**config.mk**
```make
export PLATFORM = sky130hd
export DESIGN_NAME = dispatch_queue
export DESIGN_NICKNAME = d
export VERILOG_FILES = /design/src/rtl/dispatch_queue.sv
export SDC_FILE = /design/constraint.sdc
export NUM_CORES = 1
export LEC_CHECK = 0
export BUFFER_PORTS_ARGS = -buffer_cell sky130_fd_sc_hd__buf_2
export CORE_UTILIZATION = 60
export CTS_CLUSTER_SIZE = 25
export DETAILED_ROUTE_END_ITERATION = 8
export GPL_ROUTABILITY_DRIVEN = 1
export HOLD_SLACK_MARGIN = 0.05
export PLACE_DENSITY = 0.81
export SYNTH_ARGS = -nofsm -noshare
export SYNTH_HDL_FRONTEND = slang
export SYNTH_SLANG_ARGS = --single-unit
```
**constraint.sdc**
```tcl
create_clock -name clk_i -period 4.39 [get_ports clk_i]
set_input_delay 0.6585 -clock clk_i [delete_from_list [all_inputs] [get_ports clk_i]]
set_output_delay 0.6585 -clock clk_i [all_outputs]
set_load 0.02 [all_outputs]
```
**src/rtl/dispatch_queue.sv**
```systemverilog
// dispatch_queue: in-order circular buffer from rename to execute, 2 uops in / 1 uop out per cycle.
// Optional DISPATCH_CAP_SERIALIZE_EN holds issue after each capability uop until cap_complete_i.

package uop_pkg;
  typedef logic [7:0] uop_tag_t;
  localparam uop_tag_t INT_ALU  = 8'h01;
  localparam uop_tag_t CAP_JUMP = 8'h81;
  localparam uop_tag_t CAP_RET  = 8'h82;
endpackage

module dispatch_queue #(
  parameter int unsigned DEPTH    = 8,
  parameter int unsigned MAX_UOPS = 2
) (
  input  logic                       clk_i,
  input  logic                       rst_i,
  input  logic                       dispatch_valid_i,
  input  uop_pkg::uop_tag_t          dispatch_uop0_i,
  input  uop_pkg::uop_tag_t          dispatch_uop1_i,
  input  logic [1:0]                 dispatch_uop_count_i,
  input  logic [MAX_UOPS-1:0]        lane_is_capability_i,
  output logic                       dispatch_ready_o,
  input  logic                       flush_i,
  output logic                       issue_valid_o,
  output uop_pkg::uop_tag_t          issue_uop_o,
  output logic                       issue_is_capability_o,
  input  logic                       issue_ready_i,
  input  logic                       cap_complete_i,
  output logic [$clog2(DEPTH+1)-1:0] occupancy_o,
  output logic [15:0]                capability_issued_count_o
);
  localparam int unsigned PtrW = $clog2(DEPTH);
  localparam int unsigned OccW = $clog2(DEPTH + 1);

  localparam logic [0:0] StRun     = 1'b0;
  localparam logic [0:0] StWaitCap = 1'b1;

  uop_pkg::uop_tag_t tag_mem [DEPTH];
  logic [DEPTH-1:0]  cap_mem;

  logic [PtrW-1:0] rptr_q, rptr_d, wptr_q, wptr_d, wptr_plus1;
  logic [OccW-1:0] occ_q, occ_d;
  logic [15:0]     cnt_q, cnt_d;
  logic [0:0]      state_q, state_d;
  logic [1:0]      lanes;
  logic            push, pop;

  // Counts above two clamp to a full two-lane beat.
  assign lanes = (dispatch_uop_count_i > 2'd2) ? 2'd2 : dispatch_uop_count_i;

  assign dispatch_ready_o      = (occ_q <= OccW'(DEPTH - 2)) && !flush_i;
  assign issue_valid_o         = (occ_q != '0) && (state_q == StRun) && !flush_i;
  assign issue_uop_o           = tag_mem[rptr_q];
  assign issue_is_capability_o = cap_mem[rptr_q];

  assign push       = dispatch_valid_i && dispatch_ready_o;
  assign pop        = issue_valid_o && issue_ready_i;
  assign wptr_plus1 = wptr_q + PtrW'(1);

  assign occupancy_o               = occ_q;
  assign capability_issued_count_o = cnt_q;

  always_comb begin
    rptr_d  = rptr_q;
    wptr_d  = wptr_q;
    occ_d   = occ_q;
    cnt_d   = cnt_q;
    state_d = state_q;
    if (flush_i) begin
      rptr_d  = '0;
      wptr_d  = '0;
      occ_d   = '0;
      state_d = StRun;
    end else begin
      if (push) wptr_d = wptr_q + PtrW'(lanes);
      if (pop)  rptr_d = rptr_q + PtrW'(1);
      occ_d = occ_q + OccW'(push ? lanes : 2'd0) - OccW'(pop);
      if (pop && issue_is_capability_o) cnt_d = cnt_q + 16'd1;
`ifdef DISPATCH_CAP_SERIALIZE_EN
      unique case (state_q)
        StRun:     if (pop && issue_is_capability_o) state_d = StWaitCap;
        StWaitCap: if (cap_complete_i) state_d = StRun;
        default:   state_d = StRun;
      endcase
`endif
    end
  end

`ifndef DISPATCH_CAP_SERIALIZE_EN
  logic unused_cap_complete;
  assign unused_cap_complete = cap_complete_i;
`endif

  always_ff @(posedge clk_i) begin
    if (rst_i) begin
      rptr_q  <= '0;
      wptr_q  <= '0;
      occ_q   <= '0;
      cnt_q   <= '0;
      state_q <= StRun;
    end else begin
      rptr_q  <= rptr_d;
      wptr_q  <= wptr_d;
      occ_q   <= occ_d;
      cnt_q   <= cnt_d;
      state_q <= state_d;
    end
  end

  // Storage is deliberately left unreset; occupancy alone says which slots are live.
  always_ff @(posedge clk_i) begin
    if (push && (lanes != 2'd0)) begin
      tag_mem[wptr_q] <= dispatch_uop0_i;
      cap_mem[wptr_q] <= lane_is_capability_i[0];
    end
    if (push && (lanes == 2'd2)) begin
      tag_mem[wptr_plus1] <= dispatch_uop1_i;
      cap_mem[wptr_plus1] <= lane_is_capability_i[1];
    end
  end

endmodule

```
==> reports/qor.txt <==
Total GRT Usage -> 26.6%
setup tns final -> 0 ps
Initial DRC Count -> 116
wire per inst -> 19.7 um
WP data required -> 4370 ps
post-synth top area cell -> edfxtp_1
clock latency on the worst-skew pair -> 370 ps
Pre-antenna DRT Iters -> 4
Filler cells -> 637
Max clock buf depth -> 2
clock skew -> 11.3 ps
Seq/Total Area, Yosys -> 50.7%
CTS Buf Count -> 9
CP max stage delay -> 610 ps
Critical R2R Launch -> occupancy_o[3]
# hold bufs at CTS -> 0
clock sink total -> 101
post-layout power -> 1.87 mW
RSZ-0062 raised after global routing -> no
DR vias -> 3,465
clk slew on worst S/H paths -> 100 ps
Yosys reg bits -> 101
sw frac -> 26.5%
antenna cells -> 0
dominant cells by area after synthesis -> edfxtp_1 37%, mux2_2 16%, dfxtp_1 14%
Initial Util -> 62.9%
number of global-route vias before repair -> 3,493
largest net degree at the start of global routing -> 19
layout cells sized above 1 -> 37.9%
x dimension of the die -> 95.5 um
clock root cell -> clkbuf_8
EDFF count, synth -> 64
Rows -> 33
hold_sp -> capability_issued_count_o[15]
overall routed net length -> 11,200 um
H-tree levels -> 3
I/O Buffers -> 55
DP Wirelength -> 7400 um
worst setup path start -> occupancy_o[3]
static leakage -> 2.07 nW
Die Ht -> 95.5 um
postcts setup bufs -> 0
FMAX -> 325 MHz
Max Cap Viol -> 0
kind of start point of the critical path -> register
global-route wire length before repair -> 17,600 um
most common cell after layout, fill and taps aside -> mux2_2
Mapped Cells -> 403
I/O pins -> 57
commonest non-fill, non-tap cells in the layout -> 75 x mux2_2, 64 x edfxtp_1, 55 x buf_2
CP bufs+invs -> 1
core area -> 8340 sq um
Reg power frac -> 56.3%
Slew Viols, Final -> 0
Top delay family on crit path -> compound AO/OA/AOI/OAI gates
Post-Syn Nets -> 442
gpl congestion -> 0.758
crit path cell chain -> inv_1 > ha_1 > a21oi_1 > o21a_1 > nand2_1 > nor3_4 > o21bai_1
via/cell ratio -> 6.11
clock network power share -> 30.4%
pwr/cell area -> 322 nW/um^2
Peak VDD IR -> 189 uV
critical path's slowest cell -> o21bai_1
critical path class -> register to register
Worst slew margin -> 21.1%
Synth Area per Inst -> 13.0 sq um
Yosys cell types -> 46
worst slew pin tran -> 1180 ps
combinational share of power -> 13.3%
ys flop type -> edfxtp_1
Hold Vio Cnt, Final -> 0
footprint of the multi-input gates -> 2450 sq um
crit end category -> register
CTS resizes -> 0
Tmin final -> 3070 ps
Remaining Overflow, GRT -> 0
Final setup viols -> 0
final worst path period share -> 70.0%
Mapped Area -> 5250 sq um
R2R Setup Slk -> 1320 ps
status -> complete, no violations
Critical Path Fanout Max -> 13
YS warnings -> 0
Hold WS -> 511 ps
Layout area overhead -> 10.3%
initial antenna violation count -> 0
ys async rst share -> 0%
worst hold path type -> register to register
Sequential Area -> 2660 sq um
Sw Pwr -> 494 uW
Synth top area share -> 36.6%
CP arrival -> 3050 ps
nets -> 496
Pint -> 1.37 mW
TritonCTS clock tree -> built
drc violations -> 0
Die ar. -> 9120 sq um
Post-DRT Antenna Nets -> 0
layout make-up:
class,instances,area share [%]
repair buffers,58,5.15
inverters,16,1.04
clock buffers,10,2.38
flip-flops and latches,101,46.0
well taps,105,2.27
clock inverters,6,0.843
multi-input cells,271,42.3
final timing paths:
path / end / cells after the start
max reg2reg: tag_mem[0][4] / 7
min reg2reg: capability_issued_count_o[15] / 2
max: tag_mem[0][4] / 7
min: capability_issued_count_o[15] / 2
registers in the layout, summed over array words and instances (netlist names), named ones only:
name	cells
cap_mem	8
capability_issued_count_o	16
wptr_q	3
tag_mem	64
occupancy_o	4
rptr_q	3
synthesized netlist by cell type, types with 5 or more instances:
master    instances
ha_1             11
or4_1             7
mux2i_1           7
clkbuf_1          6
o31ai_1           6
mux2_2           75
or3_1             5
nor2b_1           5
nand2_1          16
nand4_1           6
dfxtp_1          37
buf_2             5
nand3_1           9
mux4_2           16
xnor2_1           5
o21ai_0          25
inv_1            16
nor2_1           20
a21oi_1          13
edfxtp_1         64
power by group through the flow:
stage          clock [mW]  combinational, mW  sequential (mW)
3_5_place_dp            0              0.247             1.07
3_3_place_gp            0              0.235             1.07
5_1_grt             0.606              0.273             1.05
4_1_cts             0.565              0.249             1.05
2_1_floorplan           0              0.172             1.07
6_report            0.568              0.248             1.05
cells by family (layout without fill, tap and decap cells):
kind of cell	after synthesis	after routing	synth area share, %
muxes	102	102	25.2
DFF	101	101	50.7
and+or+nand+nor	89	89	9.87
AOI/OAI and AO/OA	58	58	6.72
buffers and inverters	31	90	2.62
adders and majority gates	13	13	3.39
xor gates and xnor gates	9	9	1.50
layer usage:
| layer | global-route usage (%) | part of all wire (%) | vias to the layer above |
|---|---|---|---|
| met2 | 47.3 | 52 | 88 |
| met1 | 33.0 | 43 | 1711 |
| met4 | 9.45 | 1.3 | 0 |
| met5 | 0 | 0 | - |
| met3 | 3.59 | 3.7 | 14 |
| li1 | - | - | 1652 |
worst register-to-register path, stage by stage (launching register included):
cell	delay (ps)
dfxtp_1	360
inv_1	70
ha_1	190
a21oi_1	250
o21a_1	390
nand2_1	220
nor3_4	600
o21bai_1	620
through the flow:
stage	setup slack [ps]	instances	instance area (sq um)	util [%]
floorplan	1840	403	5250	-
CTS	1360	567	5790	69.4
global placement	1490	551	5600	67.1
global route	1120	567	5790	69.4
detailed placement	1370	551	5600	67.1
finish	1320	567	5790	69.4
No activity file was read; power rests on OpenSTA's default activity.
